--- config.mk ---
export PLATFORM = sky130hd
export DESIGN_NAME = regfile_wb_arbiter_flat
export DESIGN_NICKNAME = d
export VERILOG_FILES = /design/src/rtl/regfile_wb_arbiter_if.sv /design/src/rtl/regfile_wb_arbiter.sv /design/src/flat_wrapper.sv
export SDC_FILE = /design/constraint.sdc
export NUM_CORES = 1
export LEC_CHECK = 0
export ABC_AREA = 1
export CORE_MARGIN = 4
export CORE_UTILIZATION = 52
export CTS_BUF_LIST = sky130_fd_sc_hd__clkbuf_16
export DETAILED_ROUTE_END_ITERATION = 10
export PLACE_DENSITY = 0.89
export RECOVER_POWER = 25
export SLEW_MARGIN = 5
export SYNTH_ARGS = -nofsm -noshare
export SYNTH_HDL_FRONTEND = slang
export SYNTH_SLANG_ARGS = --single-unit
export TNS_END_PERCENT = 50
--- constraint.sdc ---
create_clock -name clk -period 7.6 [get_ports clk]
set_input_delay 1.9 -clock clk [delete_from_list [all_inputs] [get_ports clk]]
set_output_delay 1.9 -clock clk [all_outputs]
set_load 0.005 [all_outputs]
--- src/rtl/regfile_wb_arbiter_if.sv ---
// Bus bundle for the register-file write-port arbiter: ALU/MDU writeback,
// decode hazard query, and register-file write outputs.
interface regfile_wb_arbiter_if;
   logic        alu_valid;
   logic [4:0]  alu_rd;
   logic [31:0] alu_data;
   logic        mdu_issue;
   logic [4:0]  mdu_issue_rd;
   logic        mdu_valid;
   logic [4:0]  mdu_rd;
   logic [31:0] mdu_data;
   logic        mdu_ready;
   logic [4:0]  read1;
   logic [4:0]  read2;
   logic        dec_wen;
   logic [4:0]  dec_rd;
   logic        stall;
   logic        write;
   logic [4:0]  reg_write;
   logic [31:0] wdata;
   logic [31:0] busy;

   modport master (
      output alu_valid, alu_rd, alu_data, mdu_issue, mdu_issue_rd,
             mdu_valid, mdu_rd, mdu_data, read1, read2, dec_wen, dec_rd,
      input  mdu_ready, stall, write, reg_write, wdata, busy
   );

   modport slave (
      input  alu_valid, alu_rd, alu_data, mdu_issue, mdu_issue_rd,
             mdu_valid, mdu_rd, mdu_data, read1, read2, dec_wen, dec_rd,
      output mdu_ready, stall, write, reg_write, wdata, busy
   );
endinterface

--- src/rtl/regfile_wb_arbiter.sv ---
// Shares the register-file write port between the ALU writeback and a buffered
// MDU result, and tracks pending MDU destinations to stall decode on hazards.
module regfile_wb_arbiter #(
   parameter int unsigned STARVE_LIMIT = 4
) (
   input  logic                 clk,
   input  logic                 rst,
   regfile_wb_arbiter_if.slave  bus
);
   localparam logic [3:0] LIMIT = 4'(STARVE_LIMIT);

   typedef enum logic {BUF_EMPTY, BUF_FULL} buf_state_t;

   buf_state_t  buf_state, buf_state_next;
   logic [4:0]  buf_rd;
   logic [31:0] buf_data;
   logic        buf_full, alu_win, drain, ready, load, starve;
   logic [3:0]  starve_count;
   logic [31:0] busy_q, busy_next;
   logic        write_q;
   logic [4:0]  reg_write_q;
   logic [31:0] wdata_q;

   assign buf_full = (buf_state == BUF_FULL);

   always_comb begin
      alu_win        = bus.alu_valid && (bus.alu_rd != 5'd0);
      drain          = buf_full && !alu_win;
      ready          = !buf_full || drain;
      // r0 results complete the handshake but never occupy the buffer
      load           = bus.mdu_valid && ready && (bus.mdu_rd != 5'd0);
      buf_state_next = buf_state;
      if (load)
         buf_state_next = BUF_FULL;
      else if (drain)
         buf_state_next = BUF_EMPTY;
   end

   // Clear first so a same-cycle issue to the draining register wins
   always_comb begin
      busy_next = busy_q;
      if (drain)
         busy_next[buf_rd] = 1'b0;
      if (bus.mdu_issue && (bus.mdu_issue_rd != 5'd0))
         busy_next[bus.mdu_issue_rd] = 1'b1;
      busy_next[0] = 1'b0;
   end

   always_ff @(posedge clk or posedge rst) begin
      if (rst)
         buf_state <= BUF_EMPTY;
      else
         buf_state <= buf_state_next;
   end

   always_ff @(posedge clk or posedge rst) begin
      if (rst) begin
         buf_rd       <= '0;
         buf_data     <= '0;
         busy_q       <= '0;
         starve_count <= '0;
         write_q      <= 1'b0;
         reg_write_q  <= '0;
         wdata_q      <= '0;
      end else begin
         if (load) begin
            buf_rd   <= bus.mdu_rd;
            buf_data <= bus.mdu_data;
         end
         busy_q <= busy_next;
         if (alu_win) begin
            write_q     <= 1'b1;
            reg_write_q <= bus.alu_rd;
            wdata_q     <= bus.alu_data;
         end else if (drain) begin
            write_q     <= 1'b1;
            reg_write_q <= buf_rd;
            wdata_q     <= buf_data;
         end else begin
            write_q <= 1'b0;
         end
         if (!buf_full || drain)
            starve_count <= '0;
         else if (starve_count != LIMIT)
            starve_count <= starve_count + 4'd1;
      end
   end

   assign starve = (starve_count == LIMIT);

   assign bus.mdu_ready = ready;
   assign bus.write     = write_q;
   assign bus.reg_write = reg_write_q;
   assign bus.wdata     = wdata_q;
   assign bus.busy      = busy_q;
   assign bus.stall     = ((bus.read1 != 5'd0) && busy_q[bus.read1])
                        | ((bus.read2 != 5'd0) && busy_q[bus.read2])
                        | (bus.dec_wen && (bus.dec_rd != 5'd0) && busy_q[bus.dec_rd])
                        | starve;
endmodule

--- src/flat_wrapper.sv ---
// flat-port wrapper written by rule: the top's interface ports become plain ports
module regfile_wb_arbiter_flat 
#(
   parameter int unsigned STARVE_LIMIT = 4
)
  (clk, rst, bus_alu_valid, bus_alu_rd, bus_alu_data, bus_mdu_issue, bus_mdu_issue_rd, bus_mdu_valid, bus_mdu_rd, bus_mdu_data, bus_read1, bus_read2, bus_dec_wen, bus_dec_rd, bus_mdu_ready, bus_stall, bus_write, bus_reg_write, bus_wdata, bus_busy);
  regfile_wb_arbiter_if bus_i ();
  input  logic clk;
  input  logic rst;
  input wire logic [$bits(bus_i.alu_valid)-1:0] bus_alu_valid;
  input wire logic [$bits(bus_i.alu_rd)-1:0] bus_alu_rd;
  input wire logic [$bits(bus_i.alu_data)-1:0] bus_alu_data;
  input wire logic [$bits(bus_i.mdu_issue)-1:0] bus_mdu_issue;
  input wire logic [$bits(bus_i.mdu_issue_rd)-1:0] bus_mdu_issue_rd;
  input wire logic [$bits(bus_i.mdu_valid)-1:0] bus_mdu_valid;
  input wire logic [$bits(bus_i.mdu_rd)-1:0] bus_mdu_rd;
  input wire logic [$bits(bus_i.mdu_data)-1:0] bus_mdu_data;
  input wire logic [$bits(bus_i.read1)-1:0] bus_read1;
  input wire logic [$bits(bus_i.read2)-1:0] bus_read2;
  input wire logic [$bits(bus_i.dec_wen)-1:0] bus_dec_wen;
  input wire logic [$bits(bus_i.dec_rd)-1:0] bus_dec_rd;
  output wire logic [$bits(bus_i.mdu_ready)-1:0] bus_mdu_ready;
  output wire logic [$bits(bus_i.stall)-1:0] bus_stall;
  output wire logic [$bits(bus_i.write)-1:0] bus_write;
  output wire logic [$bits(bus_i.reg_write)-1:0] bus_reg_write;
  output wire logic [$bits(bus_i.wdata)-1:0] bus_wdata;
  output wire logic [$bits(bus_i.busy)-1:0] bus_busy;
  assign bus_i.alu_valid = bus_alu_valid;
  assign bus_i.alu_rd = bus_alu_rd;
  assign bus_i.alu_data = bus_alu_data;
  assign bus_i.mdu_issue = bus_mdu_issue;
  assign bus_i.mdu_issue_rd = bus_mdu_issue_rd;
  assign bus_i.mdu_valid = bus_mdu_valid;
  assign bus_i.mdu_rd = bus_mdu_rd;
  assign bus_i.mdu_data = bus_mdu_data;
  assign bus_i.read1 = bus_read1;
  assign bus_i.read2 = bus_read2;
  assign bus_i.dec_wen = bus_dec_wen;
  assign bus_i.dec_rd = bus_dec_rd;
  assign bus_mdu_ready = bus_i.mdu_ready;
  assign bus_stall = bus_i.stall;
  assign bus_write = bus_i.write;
  assign bus_reg_write = bus_i.reg_write;
  assign bus_wdata = bus_i.wdata;
  assign bus_busy = bus_i.busy;
  regfile_wb_arbiter #(.STARVE_LIMIT(STARVE_LIMIT)) u_core (.clk(clk), .rst(rst), .bus(bus_i));
endmodule
==> impl_summary.md <==
Logic synthesis
Sorting the synthesized cells by area gives the leading types as dfrtp_1, nand2_1, nand3_1. During synthesis, Yosys emitted a total of 0 warnings. Synthesis handed over a netlist of between 700 and 800 instances. The number of nets in the synthesized netlist is 883. The distinct cell type count after synthesis is 28.

The top-area cell type share of the netlist area is 47.4%. Synthesis inferred between 100 and 150 register bits. Sequential cells were found to cover between 40% and 50% of the synthesized design area. Each instance of the synthesized netlist takes up on average roughly 7.5 um2. The cell area after synthesis is approximately 5900 um2. The largest total area in the synthesized netlist belongs to dfrtp_1.

Floorplanning
The die boundary width is roughly 110 um. The initial standard-cell utilization of the core is between 50% and 60%. The floorplan step defined a die boundary enclosing around 13,000 um2. After floorplanning, the core was sized to cover roughly 11,000 um2. The vertical die dimension is approximately 110 um.

The number of core rows is 38. Pin placement for this block handled 172 I/O pins.

Critical path
The type of the worst setup path is in -> out. For this design, the slowest cell found on the critical path is clkdlybuf4s50_1. The endpoint type of the worst setup path is an output port. Counting both buffers and inverters, the worst setup path holds a total of 3. The cell repeated most along the worst path is nand3_1. STA puts the critical path data arrival time at approximately 4.3 ns. The maximum fanout along the worst path is 14. The most critical setup path has its startpoint at bus_read1[0]. Traced cell by cell, the critical path runs through clkdlybuf4s50_1 -> inv_1 -> nor2_1 -> nand2_1 -> nand3_1 -> nand3_1 -> a21oi_1 -> nor2_1 -> nand3_1 -> clkdlybuf4s50_1. The critical path data required time is 5.70 ns.

Among cell families on the critical path, the largest total delay comes from buffers and inverters. The worst flop-to-flop path startpoint is u_core.buf_full. The worst setup path is launched from an input port. The largest single stage delay on the critical path is slightly below 0.8 ns.

Timing
The worst slew margin relative to its limit is -109%. The clock skew is roughly 0.0081 ns. Dividing the final minimum period by the clock period gives between 80% and 90%.

Setup violations remaining at the end of the flow were counted as 0. Setup repair after global routing left no endpoint under its margin. The shortest clock period the worst path allows after layout is between 6 and 7 ns. Across all hold checks on the routed design, the worst slack comes to between 0.4 and 0.5 ns.

The slew at the pin closest to its max-slew limit is roughly 3.1 ns. The fmax is between 0.15 and 0.2 GHz. The final hold violation count came to 0. The number of pins exceeding their max-slew limit in the final report is 17. For the final routed database, the setup TNS stands at 0 ns. The setup slack of the critical path after layout is 1.40 ns.

Clock tree
The H-tree generated during clock tree synthesis spans 3 levels. Buffers inserted to repair hold after CTS numbered 0. In this run, post-CTS repair resized a total of 0 instances. TritonCTS built the clock tree. The clock insertion delay at the later pin of the skew report is roughly 0.34 ns. The number of buffers created by CTS is 9.

The CTS sink count is approximately 110. The longest clock path from root to sink contains 2 buffers. The clock-pin transition on the worst setup and hold timing paths is 0.07 ns. The cell sitting at the root of the clock tree is a clkbuf_16. After clock tree synthesis, the setup repair step added 0 buffers.

Layout
Leaving out fill and tap cells, the most frequent cells in the layout are nand2_1, clkdlybuf4s50_1, dfrtp_1, nand3_1, inv_1. The area added between synthesis and finish is 33.2%. Once layout is complete, the utilization of the core stands at approximately 71%. 0 antenna diodes ended up in the layout. Leaving out fill and tap cells, the most frequent cell in the layout is nand2_1. Cells with a size suffix above 1 make up ~4.8% of the layout. The net count of the finished layout is 1,038. The design area is roughly 7800 um2. After filler insertion, the fill cell instance count of the layout stands at ~840.

Drt
After the first detailed-routing iteration, the DRC count stood at ~560. After detailed routing, the average wire length per cell comes to 17.0 um. The count of nets left with antenna violations once routing finished came out at 0. The overall via count from detail_route is between 5,000 and 6,000. The pre-antenna-repair detailed-routing pass consisted of 5 iterations. The detailed-route DRC error count is 0. The routed design has between 15,000 and 20,000 um of wire. Dividing the detail-routed via count by the number of cells gives about 5.4.

Power and ir drop
The cell area power density is roughly 230 nW/um2. IR analysis of the VDD net gives a maximum drop of 0.137 mV. For this design the static power due to leakage is between 3 and 4 nW.

Hold path
The classification of the worst-slack hold path is reg -> reg. The worst hold path startpoint is u_core.buf_data[21].

Global routing
The initial antenna violation count is 0. The number of global-route vias before repair came to 5,783. For this run the aggregate overflow at the end of global routing stands at 0. The global-route wire length before repair is 29,100 um. The maximum number of pins on one net before global-route repair is 79. The combined global-route utilization of all metal layers is between 20% and 30%.

Placement
The worst slack after detailed placement is 1.44 ns. After legalization and detailed placement, the total HPWL measured 13,800 um. Routability-driven placement finished with a final weighted congestion of slightly above 0.9. Input and output buffers added on the ports amount to 170.

After detailed placement, the total cell area comes to 7550 um2.

Run
Across the run, the number of max-cap violations was 2.

Status
The checks that failed: capacitance limit, slew limit. The run finished, with violations left.
-- kinds of logic after synthesis --
logic type,Yosys count,share of synthesized area [%]
adder cells (fa/ha/maj),2,0.427
buffers and inverters,130,9.91
XOR/XNOR,1,0.150
other,1,0.0640
flip-flops,111,47.4
AO/OA/AOI/OAI,123,12.5
AND/OR/NAND/NOR,413,29.5
-- Yosys cell counts, drive strengths merged --
master	number
nor3	2
nor2	26
buf	25
ha	2
o211ai	5
o311ai	1
a21oi	15
nand4	2
nand3	104
clkbuf	3
nand3b	1
inv	102
xor2	1
o31ai	4
o21ai	98
dfrtp	111
nand2	278
conb	1
-- worst min-delay path, cell delays in order (launching register included) --
cell,delay (ns)
dfrtp_1,0.35
nand2_1,0.05
nand3_1,0.05
-- where the power goes --
part,leakage (nW),internal [mW],switching [mW]
logic,2.28,0.275,0.279
registers,1.35,0.703,0.130
clock network,0.129,0.223,0.213
total,3.76,1.20,0.623
-- through the flow --
| stage | total power, mW | instances |
|---|---|---|
| after floorplan | 1.06 | 781 |
| after global placement | 1.39 | 1065 |
| after detailed placement | 1.40 | 1065 |
| after CTS | 1.84 | 1081 |
| after global routing | 1.92 | 1081 |
| final | 1.82 | 1081 |
-- worst paths after layout --
kind / end / slack (ns) / cells past startpoint
max: bus_stall / 1.40 / 10
min: u_core.bus.wdata[21] / 0.48 / 2
max reg2reg: u_core.buf_data[28] / 4.55 / 7
min reg2reg: u_core.bus.wdata[21] / 0.48 / 2
max in group asynchronous: u_core.buf_data[8] / 3.70 / 3
min in group asynchronous: u_core.bus.wdata[26] / 2.34 / 2
-- flip-flops by register name, indices dropped and copies added (netlist names) --
name / cells
u_core.bus.reg_write: 5
u_core.bus.wdata: 32
u_core.bus.busy: 31
u_core.starve_count: 4
u_core.buf_rd: 5
u_core.buf_data: 32
u_core.buf_full: 1
u_core.bus.write: 1
-- metal layers --
metal / vias up / share of wire [%] / GRT usage, %
met5: - / 0 / 0
met4: 0 / 3.2 / 11.5
met2: 267 / 49 / 46.9
met3: 43 / 9.1 / 8.30
met1: 2706 / 39 / 35.2
li1: 2796 / - / -
-- final cells by class --
| class | instances | area, um2 | share of cell area [%] |
|---|---|---|---|
| Multi-Input combinational cell | 540 | 2470 | 31.7 |
| Timing Repair Buffer | 172 | 1720 | 22.0 |
| Sequential cell | 111 | 2780 | 35.6 |
| Clock inverter | 7 | 47.5 | 0.610 |
| Tap cell | 140 | 175 | 2.25 |
| Clock buffer | 9 | 225 | 2.89 |
| Inverter | 102 | 385 | 4.94 |
(Power assumes the default switching activity.)
